===== config.mk =====
export PLATFORM = sky130hd
export DESIGN_NAME = regfile_param
export DESIGN_NICKNAME = d
export VERILOG_FILES = /design/src/rtl/regfile_param.sv
export SDC_FILE = /design/constraint.sdc
export NUM_CORES = 1
export LEC_CHECK = 0
export CAP_MARGIN = 20
export CORE_ASPECT_RATIO = 0.9
export CORE_MARGIN = 1.5
export CORE_UTILIZATION = 60
export DETAILED_ROUTE_END_ITERATION = 10
export MAX_ROUTING_LAYER = met4
export PLACE_DENSITY_LB_ADDON = 0.08
export RECOVER_POWER = 50
export SYNTH_ARGS = -nofsm -noshare
export SYNTH_HDL_FRONTEND = slang
export SYNTH_SLANG_ARGS = --single-unit

===== constraint.sdc =====
create_clock -name Clk -period 9.25 [get_ports Clk]
set_clock_uncertainty 0.05 [all_clocks]
set_input_delay 1.85 -clock Clk [delete_from_list [all_inputs] [get_ports Clk]]
set_output_delay 1.85 -clock Clk [all_outputs]
set_load 0.01 [all_outputs]

===== src/rtl/regfile_param.sv =====
`default_nettype none
// ============================================================================
//  Module   : regfile_param
//  Brief    : Parametrised single-write, dual-read register file.
//             Reads are registered (one-cycle latency) and occur every cycle.
//             A write to the address being read is bypassed, so the read
//             returns the new data. A clear sequencer zeroes one entry per
//             cycle after reset or on Clr_Req, so the storage needs no
//             parallel reset and can map onto RAM. Busy is high while the
//             sweep runs.
//  Options  : REGFILE_ZERO_REG_EN - when defined, entry 0 is hardwired to
//             zero. Writes to it are dropped and reads of it return 0.
//  Revision : 1.0 - initial release
// ============================================================================
module regfile_param #(
  parameter int DATA_W = 32,
  parameter int ADDR_W = 5
) (
  input  logic              Clk,
  input  logic              Reset,
  input  logic              Clr_Req,
  input  logic              Write_Reg,
  input  logic [ADDR_W-1:0] Addr,
  input  logic [DATA_W-1:0] Data,
  input  logic [ADDR_W-1:0] R_Addr_A,
  input  logic [ADDR_W-1:0] R_Addr_B,
  output logic [DATA_W-1:0] R_Data_A,
  output logic [DATA_W-1:0] R_Data_B,
  output logic              Busy
);

  localparam int              DEPTH    = 1 << ADDR_W;
  localparam logic [ADDR_W-1:0] LAST_IDX = {ADDR_W{1'b1}};

`ifdef REGFILE_ZERO_REG_EN
  localparam logic ZERO_REG = 1'b1;
`else
  localparam logic ZERO_REG = 1'b0;
`endif

  typedef enum logic [0:0] {
    CLEAR = 1'b0,
    READY = 1'b1
  } state_t;

  state_t            state;
  state_t            state_nxt;
  logic [ADDR_W-1:0] clr_idx;
  logic [ADDR_W-1:0] clr_idx_nxt;

  logic [DATA_W-1:0] mem [DEPTH];

  logic              wr_addr_ok;
  logic              wr_en;
  logic              mem_we;
  logic [ADDR_W-1:0] mem_waddr;
  logic [DATA_W-1:0] mem_wdata;
  logic [DATA_W-1:0] rd_val_a;
  logic [DATA_W-1:0] rd_val_b;

  // Clear-sequencer state and sweep index register
  always_ff @(posedge Clk) begin
    if (Reset) begin
      state   <= CLEAR;
      clr_idx <= '0;
    end else begin
      state   <= state_nxt;
      clr_idx <= clr_idx_nxt;
    end
  end

  // Next-state logic: sweep every entry, then wait in READY for Clr_Req
  always_comb begin
    state_nxt   = state;
    clr_idx_nxt = clr_idx;
    case (state)
      CLEAR: begin
        clr_idx_nxt = clr_idx + ADDR_W'(1);
        if (clr_idx == LAST_IDX) begin
          state_nxt = READY;
        end
      end
      READY: begin
        if (Clr_Req) begin
          state_nxt   = CLEAR;
          clr_idx_nxt = '0;
        end
      end
      default: begin
        state_nxt   = CLEAR;
        clr_idx_nxt = '0;
      end
    endcase
  end

  // Busy follows the registered state, so it is glitch-free
  assign Busy = (state == CLEAR);

  // User write qualification: Clr_Req wins over a simultaneous write, and
  // the hardwired-zero entry (when enabled) silently drops writes
  always_comb begin
    wr_addr_ok = !(ZERO_REG && (Addr == '0));
    wr_en      = (state == READY) && !Clr_Req && Write_Reg && wr_addr_ok;
  end

  // Single storage write port shared by the sweep and user writes
  always_comb begin
    mem_we    = 1'b0;
    mem_waddr = Addr;
    mem_wdata = Data;
    if (state == CLEAR) begin
      mem_we    = 1'b1;
      mem_waddr = clr_idx;
      mem_wdata = '0;
    end else if (wr_en) begin
      mem_we    = 1'b1;
      mem_waddr = Addr;
      mem_wdata = Data;
    end
  end

  // Storage array: no reset, a reset edge simply suppresses the write
  always_ff @(posedge Clk) begin
    if (!Reset && mem_we) begin
      mem[mem_waddr] <= mem_wdata;
    end
  end

  // Read-side mux: write-first bypass, then the optional zero entry
  always_comb begin
    rd_val_a = mem[R_Addr_A];
    rd_val_b = mem[R_Addr_B];
    if (wr_en && (R_Addr_A == Addr)) begin
      rd_val_a = Data;
    end
    if (wr_en && (R_Addr_B == Addr)) begin
      rd_val_b = Data;
    end
    if (ZERO_REG && (R_Addr_A == '0)) begin
      rd_val_a = '0;
    end
    if (ZERO_REG && (R_Addr_B == '0)) begin
      rd_val_b = '0;
    end
  end

  // Registered read outputs, held at zero during reset and the sweep
  always_ff @(posedge Clk) begin
    if (Reset || (state == CLEAR)) begin
      R_Data_A <= '0;
      R_Data_B <= '0;
    end else begin
      R_Data_A <= rd_val_a;
      R_Data_B <= rd_val_b;
    end
  end

endmodule
`default_nettype wire

==> results of run 1 <==
## cells in the mapped netlist, types with 5 or more instances
library cell / instances
edfxtp_1: 1024
mux2i_1: 490
mux4_2: 256
nor2_1: 161
a221o_1: 157
clkbuf_1: 140
a21oi_1: 119
a221oi_1: 107
nand2_1: 99
buf_2: 82
o21ai_0: 77
dfxtp_1: 70
o31ai_1: 54
o22ai_1: 51
and2_1: 35
a22oi_1: 32
a211oi_1: 30
buf_1: 27
mux2_2: 24
buf_4: 14
a32oi_1: 13
a31oi_1: 12
nand2b_1: 12
xnor2_1: 10
a311o_1: 9
nor2b_1: 7
nor3_1: 6
a21o_1: 5
nand3_1: 5
o21ai_1: 5
or2_2: 5
## layout make-up
| cell class | instances | area (sq um) | area share (%) |
|---|---|---|---|
| Sequential cell | 1094 | 32200 | 55.8 |
| Multi-Input combinational cell | 1829 | 18200 | 31.5 |
| Clock buffer | 132 | 2950 | 5.12 |
| Timing Repair Buffer | 222 | 1990 | 3.46 |
| Tap cell | 1133 | 1420 | 2.46 |
| Clock inverter | 75 | 885 | 1.54 |
| Inverter | 6 | 22.5 | 0.0391 |
| Antenna cell | 9 | 22.5 | 0.0391 |
## worst max-delay path, delay by kind of cell
kind                   cells  cell delay (ps)
AOI/OAI and AO/OA          2              690
buffers and inverters      3             1800
and+or+nand+nor            2             1150
## cell usage in the layout, fill, tap and decap left out, types with 12 or more instances in the layout
cell type and count:
edfxtp_1 1024, mux2i_1 490, mux4_2 256, a221o_1 157, nor2_1 129, a21oi_1 119
clkbuf_16 113, a221oi_1 107, nand2_1 98, o21ai_0 79, buf_4 78, dlygate4sd3_1 75
dfxtp_1 69, o31ai_1 54, o22ai_1 51, clkbuf_1 37, nor2_4 33, a22oi_1 32
and2_0 30, a211oi_1 30, clkdlybuf4s50_1 30, mux2_2 24, clkinv_2 24, bufinv_16 17
clkinv_1 14, a32oi_1 13, a31oi_1 12
## registers in the layout, indices dropped and copies added, names as in the netlist
signal,cells
R_Data_A,32
R_Data_B,32
clr_idx,5
mem,1024
state,1
## through the flow
stage | hold slack, ps | cells
after global placement | 537 | 4264
after floorplan | 490 | 3196
final | 571 | 4500
after detailed placement | 552 | 4268
after CTS | 565 | 4475
after global routing | 589 | 4498
## path summary, 6_finish.rpt
path	start	end	slack, ps	cells after the start
setup / recovery	Clr_Req	mem[20][17]	4010	7
hold / removal	clr_idx[2]	clr_idx[2]	570	2
setup reg to reg	state	mem[20][17]	4620	7
hold reg to reg	clr_idx[2]	clr_idx[2]	570	2
## per-layer routing
metal  vias up  global-route usage [%]  wire length [um]
li1      13500                       -                 -
met1     17600                    54.3             62000
met2      2922                    59.9             77500
met3       661                    11.3             25300
met4         0                    21.9             11200
met5         -                       -                 0
## power groups by stage
| stage | logic (mW) | clock network (mW) | registers [mW] |
|---|---|---|---|
| 2_1_floorplan | 0.534 | 0 | 5.48 |
| 6_report | 0.870 | 4.73 | 5.37 |
| 4_1_cts | 0.843 | 4.74 | 5.37 |
| 3_5_place_dp | 0.838 | 0 | 5.48 |
| 3_3_place_gp | 0.829 | 0 | 5.48 |
| 5_1_grt | 0.886 | 4.92 | 5.37 |
## cells by family (layout without fill, tap and decap cells)
group	after synthesis	in the layout
AO/OA/AOI/OAI	693	693
XOR/XNOR	10	10
adder cells (fa/ha/maj)	2	2
buffers and inverters	273	435
flip-flops	1094	1094
multiplexers	773	773
other	0	9
AND/OR/NAND/NOR	351	351
==> results.md, run 1 <==
* Outcome: finished with violations
* Failing checks: max-capacitance violations, max-slew violations
* Placeable Area at roughly 0.084 sq mm
* Synthesized area at roughly 0.05 sq mm
* RSZ-0062 raised after global routing: no
* Final instance area at 0.0576 sq mm
* Period minus WS final at between 5000 and 6000 ps
* Setup violations, final at 0
* Final Max Tran Viols at about 200
* CTS Sinks at between 1000 and 1500
* Num rows at 101
* VDD IR-drop max at 0.165 mV
* Io pins at roughly 120
* CTS Buf Count at around 110
* Post-CTS setup buffer count at 0
* CTS tree: yes
* Total negative slack at 0 ps
* DRT Pass-1 Iters at 6
* Main combinational cell family by area after synthesis: multiplexers
* Crit share post-route at around 57%
* Share of power burned in registers at 49.0%
* Post-placement cell area at roughly 0.054 sq mm
* Synthesis-stage register bit count at ~1100
* Ys Warns at 0
* Setup crit start kind: primary input
* Hold-fix buffers, CTS at 0
* Worst-Skew Late Latency at slightly above 700 ps
* GPL Wtd Cong at slightly above 0.9
* DIE AREA at around 0.087 sq mm
* WP data required at 9520 ps
* Max Fclk at roughly 0.19 GHz
* Clk buf depth at 3
* Place WS at roughly 3800 ps
* Initial Util at between 60 and 70%
* Fin util at between 60 and 70%
* Combinational power share at slightly below 8%
* First-pass GRT wire length at between 200000 and 250000 um
* Worst hold-check path type: reg -> reg
* Via count at between 30000 and 40000
* Layout cells sized above 1 at approximately 18%
* Kind of critical path: in -> reg
* Final WL at about 180000 um
* Mux cell area share after synthesis at between 20% and 30%
* WP data arrival at about 5500 ps
* Post-Synth XOR/XNOR Area at less than 1%
* Power density cells at ~190 mW/mm^2
* Slew margin rel. at -11.6%
* Number of flops mapped to enable cells by yosys at a little over 1000
* Switching power at around 2.5 mW
* Clock root buffer master: clkbuf_16
* Initial antenna violation count at 10
* Layout area overhead at 12.4%
* Synth Area in Compound Gates at about a tenth
* Post-synth top area cell: edfxtp_1
* Worst Path Max Fanout at 24
* Sw Ratio at 23.2%
* Cell Chain, Critical Path: dlygate4sd3_1 > nand2b_1 > a21oi_1 > o21ai_0 > clkbuf_1 > nor2_1 > buf_4
* Drt via density at 7.69
* Slowest stage delay, CP at around 960 ps
* Synth Area in Simple Gates at 3.03%
* Layout Nets at 3315
* Total gr overflow at 0
* Clock slew at reported path FFs at about 60 ps
* H-tree levels at 3
* CP max-delay cell: nor2_1
* DRC Markers at 0
* Final HPWL DP at 101000 um
* Antenna-violating nets left at 0
* Die X at ~310 um
* Setup ws final at approximately 4000 ps
* Resized Gates After CTS at 0
* Syn_area_per_cell at 16.0 sq um
* Synth cell types at 57
* Synth top area share at between 60% and 70%
* Wire per inst at between 30 and 40 um
* GR Util All Layers at 41.5%
* FILL cells at roughly 5700
* Asr flop ratio synth at 0%
* Leakage at ~20 nW
* Syn nets at between 3000 and 4000
* Ys flop type: edfxtp_1
* Max-Cap Viols at 6
* Clock power frac at 43.1%
* Post-synthesis sequential area ratio at between 60% and 70%
* Die height at between 200 and 300 um
* Int Power at between 8 and 9 mW
* Number of DRC markers in iteration 0 at 5320
* Synth Instances at 3196
* Worst-Margin Slew at approximately 1700 ps
* Synth area leaders: edfxtp_1 60%, mux4_2 11%, mux2i_1 9.6%
* Final Hold Vio Count at 0
* CP Capture Type: flop
* Post-Synth Adder-Cell Area at less than 1%
* Vias in the first global route at approximately 34000
* Buffers added on ports at about 120
* Largest net degree at the start of global routing at ~110
* Total power draw at around 11 mW
No activity file was read; power rests on OpenSTA's default activity.
==> run 2, diff against run 1 <==
--- a/config.mk
+++ b/config.mk
@@ -8,7 +8,7 @@
 export CAP_MARGIN = 20
 export CORE_ASPECT_RATIO = 0.9
 export CORE_MARGIN = 1.5
-export CORE_UTILIZATION = 60
+export CORE_UTILIZATION = 56
 export DETAILED_ROUTE_END_ITERATION = 10
 export MAX_ROUTING_LAYER = met4
 export PLACE_DENSITY_LB_ADDON = 0.08
==> constraint.sdc (replaced) <==
create_clock -name Clk -period 4.2 [get_ports Clk]
set_clock_uncertainty 0.05 [all_clocks]
set_input_delay 0.84 -clock Clk [delete_from_list [all_inputs] [get_ports Clk]]
set_output_delay 0.84 -clock Clk [all_outputs]
set_load 0.01 [all_outputs]
==> results.md, run 2 (same netlist as run 1, synthesis figures left out) <==
* Worst hold path depth at 2
* Clock slew at reported path FFs at approximately 60 ps
* Sw Ratio at a little under a quarter
* Worst-Margin Slew at about 1700 ps
* WP data required at between 4000 and 5000 ps
* Top Metal Used: met4
* Post-placement cell area at roughly 0.055 sq mm
* Setup violations, final at 0
* Biggest regs: mem (1024), R_Data_A (32), R_Data_B (32)
* Antenna-violating nets left at 0
* Int Power at about 19 mW
* Outcome: finished with violations
* Placed cell count at between 4000 and 5000
* Combinational power share at between 8 and 9%
* Worst hold-check path type: reg -> reg
* Final WL at about 180000 um
* Resized Gates After CTS at 0
* Kind of critical path: reg -> reg
* Switching power at ~5.6 mW
* Hold endpoint: clr_idx[2]
* DRT Pass-1 Iters at 5
* Worst Reg-to-Reg Cells at 5
* Final HPWL DP at between 100000 and 150000 um
* Max-Cap Viols at 8
* Largest net degree at the start of global routing at 79
* Total gr overflow at 0
* Final instance area at approximately 0.059 sq mm
* Commonest cells after routing, fill and taps aside: 1024 x edfxtp_1, 490 x mux2i_1, 256 x mux4_2, 157 x a221o_1, 126 x nor2_1
* Clock root buffer master: clkbuf_16
* Vias in the first global route at 34800
* RSZ-0062 raised after global routing: no
* Min-delay src: clr_idx[2]
* GPL Wtd Cong at just over 0.9
* Total power draw at between 20 and 25 mW
* Final Max Tran Viols at between 200 and 250
* Slew margin rel. at -14.0%
* Clk buf depth at 3
* CTS tree: yes
* Fin util at between 60% and 70%
* DRC Markers at 0
* Hold-fix buffers, CTS at 0
* Share of power burned in registers at between 40 and 50%
* Crit share post-route at 85.3%
* Clock power frac at between 40 and 50%
* Leakage at between 20 and 25 nW
* DIE AREA at approximately 0.093 sq mm
* Number of DRC markers in iteration 0 at approximately 5400
* Most common cell after layout, fill and taps aside: edfxtp_1
* Via count at between 30000 and 40000
* WL met3 at around 25000 um
* Initial antenna violation count at 3
* Final Hold Vio Count at 0
* CTS Sinks at between 1000 and 1500
* Layout area overhead at 14.9%
* VDD IR-drop max at slightly below 0.4 mV
* Reg2reg end: mem[19][3]
* R2r setup slk at slightly above 600 ps
* First-pass GRT wire length at ~250000 um
* Worst Path Max Fanout at 13
* CTS Buf Count at 110
* Wire per inst at about 39 um
* Worst-Skew Late Latency at 700 ps
* Most flops, register: mem
* Die X at between 300 and 400 um
* Io pins at around 120
* Num rows at ~110
* Setup crit start kind: flop
* DRT met1 WL at 67000 um
* Failing checks: max-capacitance violations, max-slew violations
* Initial Util at a little under three fifths
* Drt via density at between 7 and 8
* H-tree levels at 3
* Layout cells sized above 1 at between 15 and 20%
* Max reg flops at ~1000
* Period minus WS final at about 3600 ps
* Total negative slack at 0 ps
* GR Util All Layers at between 30% and 40%
* Post-CTS setup buffer count at 0
* Placeable Area at about 0.09 sq mm
* WP data arrival at about 3800 ps
* DR WL met2 at ~79000 um
* Finished Layout Cells at around 4700
* Layout Nets at between 3000 and 4000
* CP Capture Type: flop
* Die height at 290 um
* Reg-to-reg startpoint: state
* Max Fclk at around 0.28 GHz
* Buffers added on ports at around 120
* Power density cells at just over 400 mW/mm^2
[run 2: changes by cell type in the layout (fill, tap and decap cells not counted), moves of 5 or more]
cell,change
clkdlybuf4s50_1,+16
buf_12,+41
clkbuf_8,+5
dlygate4sd3_1,-16
clkbuf_1,+5
diode_2,-6
buf_4,+43
clkinv_2,-5
clkinvlp_4,-8
[run 2: power by group through the flow]
stage                     Combinational (mW)  Clock [mW]  Sequential (mW)
after floorplan                         1.18           0             12.1
after global placement                  1.95           0             12.1
after detailed placement                1.96           0             12.1
after CTS                               1.97        10.6             11.8
after global routing                    2.07        11.0             11.8
final                                   2.03        10.6             11.8
[run 2: worst max path at each step]
stage	start	endpoint	slack, ps	depth (start not counted)
after floorplan	Reset	mem[2][0]	710	4
after global placement	Clr_Req	mem[29][2]	580	6
after detailed placement	Clr_Req	mem[29][2]	590	6
after CTS	state	Busy	1230	2
after global routing	state	mem[19][3]	560	5
final	state	mem[19][3]	620	5
[run 2: critical path, stage by stage, from the launching register on]
cell and delay, ps:
dfxtp_1 780, mux2i_2 620, nor2b_1 260, nand2_1 270
nor2_4 190, clkbuf_1 1000
[run 2: layout make-up]
| class | count | area (sq um) |
|---|---|---|
| clock buffer | 145 | 3050 |
| multi-input combinational | 1829 | 18200 |
| timing repair buffer | 301 | 3090 |
| inverter | 6 | 25.0 |
| fill | 6430 | 32000 |
| tap | 1230 | 1540 |
| antenna | 3 | 7.51 |
| sequential | 1094 | 32200 |
| clock inverter | 61 | 841 |
[run 2: routing by layer]
layer,vias up,GRT usage (%)
met5,-,-
met2,2963,56.0
li1,13600,-
met3,605,9.90
met1,17900,54.6
met4,0,18.1
[run 2: per-stage QoR]
step                      worst slack [ps]  hold slack [ps]
after CTS                             1230              560
after global routing                   565              597
after global placement                 582              536
after detailed placement               589              549
after floorplan                        711              490
final                                  619              561
